## src/rtl/spram_pkg.sv

```systemverilog
// spram_pkg: shared types and default sizes for the two-requester SPRAM
// arbiter (spram_arb2) and its round-robin picker (rr_arb2).
//
//   own_t  : which requester currently owns the RAM through a lock
//   gnt_t  : which requester is granted the RAM in the current cycle
//   DEF_*  : default word-address, data, byte-mask widths and lock limit
package spram_pkg;

    typedef enum logic [1:0] {
        OWN_NONE = 2'd0,
        OWN_A    = 2'd1,
        OWN_B    = 2'd2
    } own_t;

    typedef enum logic [1:0] {
        GNT_NONE = 2'd0,
        GNT_A    = 2'd1,
        GNT_B    = 2'd2
    } gnt_t;

    localparam int DEF_AW       = 15;
    localparam int DEF_DW       = 32;
    localparam int DEF_BW       = DEF_DW / 8;
    localparam int DEF_LOCK_MAX = 16;

    // Ownership state that a locking grant moves the arbiter into.
    function automatic own_t own_of(input gnt_t g);
        own_t o;
        o = OWN_NONE;
        if (g == GNT_A) begin
            o = OWN_A;
        end else if (g == GNT_B) begin
            o = OWN_B;
        end
        return o;
    endfunction

endpackage

```

## src/rtl/rr_arb2.sv

```systemverilog
// rr_arb2: combinational two-way round-robin picker.
//
// Ports:
//   req[1:0] in   request vector, bit0 = requester A, bit1 = requester B
//   last     in   most recent grantee, 0 = A, 1 = B
//   own      in   current lock owner (OWN_NONE when nobody holds a lock)
//   gnt      out  requester granted this cycle (GNT_NONE when nobody)
module rr_arb2
    import spram_pkg::*;
(
    input  logic [1:0] req,
    input  logic       last,
    input  own_t       own,
    output gnt_t       gnt
);

    // While a lock is held only the owner may be picked; otherwise a tie
    // goes to whichever side was not granted most recently.
    always_comb begin
        gnt = GNT_NONE;
        case (own)
            OWN_A: begin
                if (req[0]) begin
                    gnt = GNT_A;
                end
            end
            OWN_B: begin
                if (req[1]) begin
                    gnt = GNT_B;
                end
            end
            default: begin
                if (req[0] && req[1]) begin
                    gnt = last ? GNT_A : GNT_B;
                end else if (req[0]) begin
                    gnt = GNT_A;
                end else if (req[1]) begin
                    gnt = GNT_B;
                end
            end
        endcase
    end

endmodule

```

## src/rtl/spram_arb2.sv

```systemverilog
// spram_arb2: arbiter and sequencer sharing one 32K x 32 single-port SPRAM
// between the instruction-fetch side (A) and the data/stack side (B).
// One access per clock, round-robin, with an optional lock that lets one
// side own the RAM for up to LOCK_MAX consecutive grants.
//
// Ports:
//   clk, rst                      clock, synchronous active-high reset
//   a_/b_req, we, bmsk, addr,     request and its attributes (held stable
//   wdata, lock                   while req=1 and rdy=0)
//   a_/b_rdy                      grant, request accepted this cycle
//   a_/b_rdata, a_/b_rvalid       read data, valid the cycle after grant
//   mem_we, mem_bmsk, mem_a,      SPRAM drive for the granted requester
//   mem_vi
//   mem_vo                        SPRAM read data, 1-cycle latency
module spram_arb2
    import spram_pkg::*;
#(
    parameter int AW       = DEF_AW,
    parameter int DW       = DEF_DW,
    parameter int BW       = DEF_BW,
    parameter int LOCK_MAX = DEF_LOCK_MAX
) (
    input  logic          clk,
    input  logic          rst,

    input  logic          a_req,
    input  logic          a_we,
    input  logic [BW-1:0] a_bmsk,
    input  logic [AW-1:0] a_addr,
    input  logic [DW-1:0] a_wdata,
    input  logic          a_lock,
    output logic          a_rdy,
    output logic [DW-1:0] a_rdata,
    output logic          a_rvalid,

    input  logic          b_req,
    input  logic          b_we,
    input  logic [BW-1:0] b_bmsk,
    input  logic [AW-1:0] b_addr,
    input  logic [DW-1:0] b_wdata,
    input  logic          b_lock,
    output logic          b_rdy,
    output logic [DW-1:0] b_rdata,
    output logic          b_rvalid,

    output logic          mem_we,
    output logic [BW-1:0] mem_bmsk,
    output logic [AW-1:0] mem_a,
    output logic [DW-1:0] mem_vi,
    input  logic [DW-1:0] mem_vo
);

    localparam int HW = $clog2(LOCK_MAX + 1);

    own_t          own;
    own_t          own_nxt;
    logic          last;
    logic          last_nxt;
    logic [HW-1:0] hold_cnt;
    logic [HW-1:0] hold_nxt;
    logic [HW-1:0] hold_inc;

    gnt_t          arb_gnt;
    gnt_t          gnt;
    logic          g_lock;

    logic          a_rd_pend;
    logic          b_rd_pend;

    rr_arb2 u_rr_arb2 (
        .req  ({b_req, a_req}),
        .last (last),
        .own  (own),
        .gnt  (arb_gnt)
    );

    // Reset blocks every grant so nothing reaches the RAM and no read is
    // started in the reset cycle.
    assign gnt = rst ? GNT_NONE : arb_gnt;

    // Steer the granted requester onto the SPRAM pins. Reads drive a zero
    // byte mask so the RAM never sees stray write enables.
    always_comb begin
        a_rdy    = 1'b0;
        b_rdy    = 1'b0;
        mem_we   = 1'b0;
        mem_bmsk = '0;
        mem_a    = '0;
        mem_vi   = '0;
        g_lock   = 1'b0;
        case (gnt)
            GNT_A: begin
                a_rdy    = 1'b1;
                mem_we   = a_we;
                mem_bmsk = a_we ? a_bmsk : '0;
                mem_a    = a_addr;
                mem_vi   = a_wdata;
                g_lock   = a_lock;
            end
            GNT_B: begin
                b_rdy    = 1'b1;
                mem_we   = b_we;
                mem_bmsk = b_we ? b_bmsk : '0;
                mem_a    = b_addr;
                mem_vi   = b_wdata;
                g_lock   = b_lock;
            end
            default: begin
            end
        endcase
    end

    assign hold_inc = hold_cnt + HW'(1);

    // Ownership and round-robin bookkeeping. Only the owner can be granted
    // while a lock is held, so any grant outside OWN_NONE is the owner's.
    // The forced release leaves `last` pointing at the owner, which hands
    // the next tie to the other side.
    always_comb begin
        own_nxt  = own;
        last_nxt = last;
        hold_nxt = hold_cnt;
        if (gnt != GNT_NONE) begin
            last_nxt = (gnt == GNT_B);
            if (own == OWN_NONE) begin
                if (g_lock && (LOCK_MAX > 1)) begin
                    own_nxt  = own_of(gnt);
                    hold_nxt = HW'(1);
                end
            end else if (!g_lock || (hold_inc >= HW'(LOCK_MAX))) begin
                own_nxt  = OWN_NONE;
                hold_nxt = '0;
            end else begin
                hold_nxt = hold_inc;
            end
        end
    end

    // State register plus the one-deep read-return pipeline that marks
    // which side the SPRAM output belongs to next cycle.
    always_ff @(posedge clk) begin
        if (rst) begin
            own       <= OWN_NONE;
            last      <= 1'b1;
            hold_cnt  <= '0;
            a_rd_pend <= 1'b0;
            b_rd_pend <= 1'b0;
        end else begin
            own       <= own_nxt;
            last      <= last_nxt;
            hold_cnt  <= hold_nxt;
            a_rd_pend <= (gnt == GNT_A) && !a_we;
            b_rd_pend <= (gnt == GNT_B) && !b_we;
        end
    end

    assign a_rvalid = a_rd_pend;
    assign b_rvalid = b_rd_pend;
    assign a_rdata  = a_rd_pend ? mem_vo : '0;
    assign b_rdata  = b_rd_pend ? mem_vo : '0;

endmodule

```

## config.mk

```make
export PLATFORM = sky130hd
export DESIGN_NAME = spram_arb2
export DESIGN_NICKNAME = d
export VERILOG_FILES = /design/src/rtl/spram_pkg.sv /design/src/rtl/rr_arb2.sv /design/src/rtl/spram_arb2.sv
export SDC_FILE = /design/constraint.sdc
export NUM_CORES = 1
export LEC_CHECK = 0
export CORE_AREA = 3 3 100 102
export CTS_CLUSTER_DIAMETER = 80
export CTS_CLUSTER_SIZE = 10
export DETAILED_ROUTE_END_ITERATION = 8
export DIE_AREA = 0 0 103 105
export HOLD_SLACK_MARGIN = 0.15
export PLACE_DENSITY = 0.69
export SYNTH_ARGS = -nofsm -noshare
export SYNTH_HDL_FRONTEND = slang
export SYNTH_HIERARCHICAL = 1
export SYNTH_SLANG_ARGS = --single-unit
```

## constraint.sdc

```tcl
create_clock -name clk -period 2.9 [get_ports clk]
set_input_delay 0.435 -clock clk [delete_from_list [all_inputs] [get_ports clk]]
set_output_delay 0.435 -clock clk [all_outputs]
set_load 0.05 [all_outputs]
```

==> out/summary.txt, run 1 <==
Outcome - finished clean
First-pass GRT wire length - 14830 um
Design Power - 1.086 mW
Total grt overflow - 0
Post-synthesis cell count - 253
Avg Inst Size Synth - 7.181 um2
Most area-hungry cell type in the Yosys netlist - and2_1
Finished Cell Area - 5679 um2
Clock Pin Slew Worst Setup and Hold Paths - 0.05 ns
Final Non-Filler Cells - 615
Area of the multi-input gates - 1924 um2
Sequential-to-total area share from yosys stat - 11.02%
CP Max Fanout - 28
Area grow syn2layout - 212.6%
Seq pwr share - 13.1%
Clock power frac - 12.9%
Row cnt - 35
Syn nets - 401
Async S/R FF share, synth - 0%
CP Launch Type - register
Worst-Skew Late Latency - 0.23 ns
IO Pins - 262
Die span in y - 105 um
Post-synth top cells - and2_1 (66), nor2b_1 (52), a22oi_1 (47), clkbuf_1 (19), dfxtp_1 (10)
NetSw - 0.4064 mW
Mapped cell area - 1817 um2
Synthesis warning total - 6
Synth Flop Type - dfxtp_1
Detail Placement HPWL - 8861 um
I/O Buffers - 261
Pwr per Cell Area - 191.2 nW/um2
H-tree levels - 1
Clk root buf - clkbuf_8
Fmax - 360.2 MHz
1st-pass router iterations - 4
Clock Sink Count - 10
Die X - 103 um
Fillers - 774
Skew final - 0.005092 ns
Dominant cells by area after synthesis - and2_1 (23%), a22oi_1 (19%), nor2b_1 (18%), dfxtp_1 (11%), ha_1 (4.1%)
Top-area cell type share of the netlist area - 22.73%
All-layer global routing usage - 17.32%
Post-synth EDFFs - 0
Core ar. - 9196 um2
VDD IR max - 0.1061 mV
Synth cell types - 32
Max clock buf depth - 2
Final Hold Slack - 0.5038 ns
Antenna violations before repair - 0
Worst EP required - 2.47 ns
Fin crit share - 95.73%
Register bit total from synthesis - 10
Most common cell in the netlist - and2_1
Hold Fails Final Rpt - 0
# setup viols final - 0
Hold Buf Count CTS - 0
Final Wtd Congestion - 0.8660
Fraction of layout cells with a size suffix above 1 - 27.58%
Residual DRC - 0
Slew margin rel. - 63.55%
Internal power - 0.6796 mW
Max-cap viol count - 0
Routed Antenna Nets - 0
Final net count - 654
Critical Path End Type - output pin
Switching share of power - 37.42%
Mean routed wirelength per cell - 17.99 um
Post-DP Area - 5472 um2
Arrival @ worst endpoint - 2.34 ns
DRT iter0 DRCs - 106
Worst Tran Pin Value - 0.5451 ns
Worst min path class - register to register
Core Util, Final - 61.76%
# placed instances - 607
Vias in the first global route - 2864
Starting Density - 19.76%
CTS tree - yes
Largest net degree at the start of global routing - 57
Vias - 2882
Leakage - 2.072 nW
Final slew viol count - 0
Vias per cell - 4.686
Diode count - 0
Fin crit period - 2.776 ns
Inserted Clock Buffers - 3
Die area - 10820 um2
DRT Wirelength - 11070 um
WS Path Type - register to output pin
Comb power frac - 74.1%
Storage cell area - 201.4 um2
## final cells by class
class | count | area share [%]
multi-input combinational | 212 | 33.88
inverter | 6 | 0.3966
timing repair buffer | 273 | 59.00
tap | 111 | 2.445
sequential | 10 | 3.547
clock buffer | 3 | 0.7270
## through the flow
| stage | TNS (ns) | worst slack [ns] |
|---|---|---|
| after floorplan | 0 | 0.08447 |
| after global placement | 0 | 0.1936 |
| after detailed placement | 0 | 0.1349 |
| after CTS | 0 | 0.04272 |
| after global routing | -0.01169 | -0.01169 |
| final | 0 | 0.1239 |
## routing by layer
metal  routed length, um  up-vias  track usage, %  part of all wire [%]
met2                6033      172           34.92                    55
met4                 146        0           4.070                   1.3
met5                   0        -               0                     0
met1                3633     1311           15.79                    33
met3                1252       10           6.075                    11
li1                    -     1389               -                     -
## worst max-delay path, stage by stage (launching register included)
cell	delay (ns)
dfxtp_1	0.45
inv_1	0.08
ha_1	0.19
o21ai_1	0.16
a31oi_1	0.07
nand2_2	0.17
inv_2	0.07
ha_4	0.19
clkbuf_16	0.21
a22oi_1	0.27
nor2b_4	0.08
buf_12	0.15
## timing repair
action / 4_1_cts / 5_1_grt
buffers inserted: 0 / 1
gates cloned: 0 / 4
endpoints found under the setup margin: 1 / 52
resized for setup: 1 / 11
## sequential cells by signal (all words and copies together), names as in the netlist
signal    cells
a_rvalid      1
b_rvalid      1
hold_cnt      5
last          1
own           2
## kinds of logic (layout without fill, tap and decap cells)
kind of cell | Yosys count | after routing | synth area share [%]
muxes | 2 | 2 | 1.102
xor gates and xnor gates | 2 | 2 | 1.378
DFF | 10 | 10 | 11.02
buffers and inverters | 31 | 282 | 6.887
and+or+nand+nor | 137 | 137 | 47.38
AOI/OAI and AO/OA | 65 | 65 | 28.10
adders and majority gates | 6 | 6 | 4.132
## power by group through the flow
stage / Sequential [mW] / Clock [mW] / Combinational, mW
after floorplan: 0.147 / 0 / 0.369
after global placement: 0.144 / 0 / 0.760
after detailed placement: 0.145 / 0 / 0.767
after CTS: 0.142 / 0.143 / 0.769
after global routing: 0.142 / 0.154 / 0.838
final: 0.142 / 0.140 / 0.804
## worst paths after layout
kind	endpoint	startpoint	slack, ns	cells past startpoint
setup / recovery	mem_a[9]	own[1]	0.12	11
hold / removal	hold_cnt[1]	hold_cnt[1]	0.50	1
setup reg to reg	hold_cnt[2]	own[0]	0.40	12
hold reg to reg	hold_cnt[1]	hold_cnt[1]	0.50	1
## placed cells by master (no fill, tap or decap), types with 2 or more instances in the layout
master | synthesis | routed
nand2_1 | 4 | 2
o21ai_1 | 2 | 2
a22o_1 | 5 | 5
nor3b_1 | 2 | 2
a22oi_1 | 47 | 46
buf_12 | 0 | 57
mux2i_1 | 2 | 2
inv_1 | 6 | 5
dfxtp_1 | 10 | 9
nor2b_4 | 0 | 48
nor3_1 | 2 | 2
nor2_1 | 5 | 5
nand3_1 | 2 | 2
a32oi_1 | 4 | 4
clkbuf_8 | 0 | 3
ha_4 | 0 | 4
clkdlybuf4s50_1 | 0 | 207
clkbuf_16 | 0 | 4
and2_1 | 66 | 65
nor2b_2 | 0 | 4
ha_1 | 6 | 2
buf_4 | 1 | 5
a31oi_1 | 2 | 2
nand2_2 | 0 | 2
(Power assumes the default switching activity.)
==> run 2: changes to the inputs <==
- CORE_AREA: 3 3 100 102 -> 2 2 101 103
- PLACE_DENSITY: 0.69 -> 0.66
==> out/summary.txt, run 2 (same netlist as run 1, synthesis figures left out) <==
Hold Buf Count CTS - 0
Residual DRC - 0
Critical Path End Type - output pin
First-pass GRT wire length - 14340 um
WL met3 - 1049 um
Final net count - 651
# placed instances - 630
Arrival @ worst endpoint - 2.32 ns
Die X - 103 um
CTS resizes - 0
Starting Density - 18.85%
RSZ-0062 raised after global routing - true
CP Max Fanout - 28
CP max stage delay - 0.36 ns
Die area - 10820 um2
Total grt overflow - 0
Top Registers - hold_cnt (5), own (2)
All-layer global routing usage - 16.81%
Top Layer Used - met4
Worst min path class - register to register
Routed Antenna Nets - 0
DR WL met2 - 5593 um
Clock Pin Slew Worst Setup and Hold Paths - 0.05 ns
DRT iter0 DRCs - 114
Detail Placement HPWL - 8452 um
Largest net degree at the start of global routing - 57
Finished Cell Area - 5572 um2
Fin crit period - 2.752 ns
Pwr per Cell Area - 190.5 nW/um2
Vias per cell - 4.484
Max FFs per register - 5
Final slew viol count - 0
Antenna violations before repair - 0
Worst EP required - 2.47 ns
Register name with the most flops - hold_cnt
Mean routed wirelength per cell - 15.94 um
1st-pass router iterations - 4
Max-cap viol count - 0
Die span in y - 105 um
# setup viols final - 0
DRT Wirelength - 10110 um
H-tree levels - 1
Outcome - finished clean
Fmax - 363.4 MHz
Commonest non-fill, non-tap cell in the layout - clkdlybuf4s50_1
CP Launch Type - register
Fin crit share - 94.89%
Buffer count from post-CTS setup fixing - 0
Diode count - 0
Post-DP Area - 5492 um2
Area grow syn2layout - 206.7%
Fraction of layout cells with a size suffix above 1 - 26.15%
Met1 WL - 3354 um
Worst-Skew Late Latency - 0.24 ns
Inserted Clock Buffers - 3
Worst Tran Pin Value - 0.5343 ns
Row cnt - 36
Worst path slowest cell - dfxtp_2
Vias - 2843
Most frequent cells in the layout - clkdlybuf4s50_1 (206), and2_1 (65), buf_12 (56)
Clk root buf - clkbuf_8
Hold Fails Final Rpt - 0
Slew margin rel. - 64.27%
Clock Sink Count - 10
Core Util, Final - 57.80%
WS Path Type - register to output pin
Max clock buf depth - 2
VDD IR max - 0.09787 mV
IO Pins - 262
Vias in the first global route - 2771
Core ar. - 9639 um2
Leakage - 2.034 nW
I/O Buffers - 261
Final Wtd Congestion - 0.8741
CTS tree - yes
Final Non-Filler Cells - 634
Crit-path cells - inv_1 -> ha_1 -> o21ai_1 -> a31oi_1 -> nand2_1 -> inv_1 -> ha_2 -> buf_12 -> a32oi_1 -> nor2b_2 -> buf_12
Skew final - 0.001209 ns
[run 2: cell types whose count changed in the layout (fill, tap and decap cells not counted), sizes merged]
| cell | change |
|---|---|
| clkbuf | -3 |
| buf | +1 |
| clkdlybuf4s50 | -1 |
[run 2: worst max-delay path, delay by kind of cell, from the launching register on]
kind	cells	cell delay, ns
AOI/OAI and AO/OA	3	0.35
adders and majority gates	2	0.56
buffers and inverters	4	0.48
and+or+nand+nor	2	0.30
DFF	1	0.36
[run 2: where the power goes]
group | total (mW) | internal (mW) | switching (mW)
Clock | 0.149 | 0.0912 | 0.0580
Combinational | 0.770 | 0.428 | 0.342
Sequential | 0.142 | 0.140 | 0.00173
Total | 1.06 | 0.659 | 0.402
[run 2: per-stage QoR]
| stage | hold WS [ns] | TNS, ns | total power [mW] | setup slack, ns |
|---|---|---|---|---|
| 6_report | 0.5137 | 0 | 1.062 | 0.1481 |
| 5_1_grt | 0.5432 | -0.00009792 | 1.104 | -0.00009792 |
| 4_1_cts | 0.5043 | 0 | 1.062 | 0.01138 |
| 3_5_place_dp | 0.4911 | 0 | 0.9108 | 0.1441 |
| 3_3_place_gp | 0.4832 | 0 | 0.9056 | 0.1591 |
| 2_1_floorplan | 0.4679 | 0 | 0.5154 | 0.08447 |
[run 2: final cells by class]
cell class              instances  area [um2]
multi-input cells             212        1868
clock buffers                   3       41.29
flip-flops and latches         10       201.4
inverters                       6       22.52
well taps                     133       166.4
fillers                       862        4068
repair buffers                270        3272
[run 2: path summary, 6_finish.rpt]
check | depth (start not counted) | endpoint | slack (ns) | startpoint
worst max-delay path | 11 | mem_bmsk[0] | 0.15 | own[0]
worst min-delay path | 1 | hold_cnt[1] | 0.51 | hold_cnt[1]
worst max register to register | 12 | hold_cnt[2] | 0.44 | own[0]
worst min register to register | 1 | hold_cnt[1] | 0.51 | hold_cnt[1]
[run 2: routing by layer]
layer,track usage (%),vias to the layer above
met5,0,-
met4,3.383,0
met3,3.411,7
met2,34.55,165
met1,16.55,1297
li1,-,1374
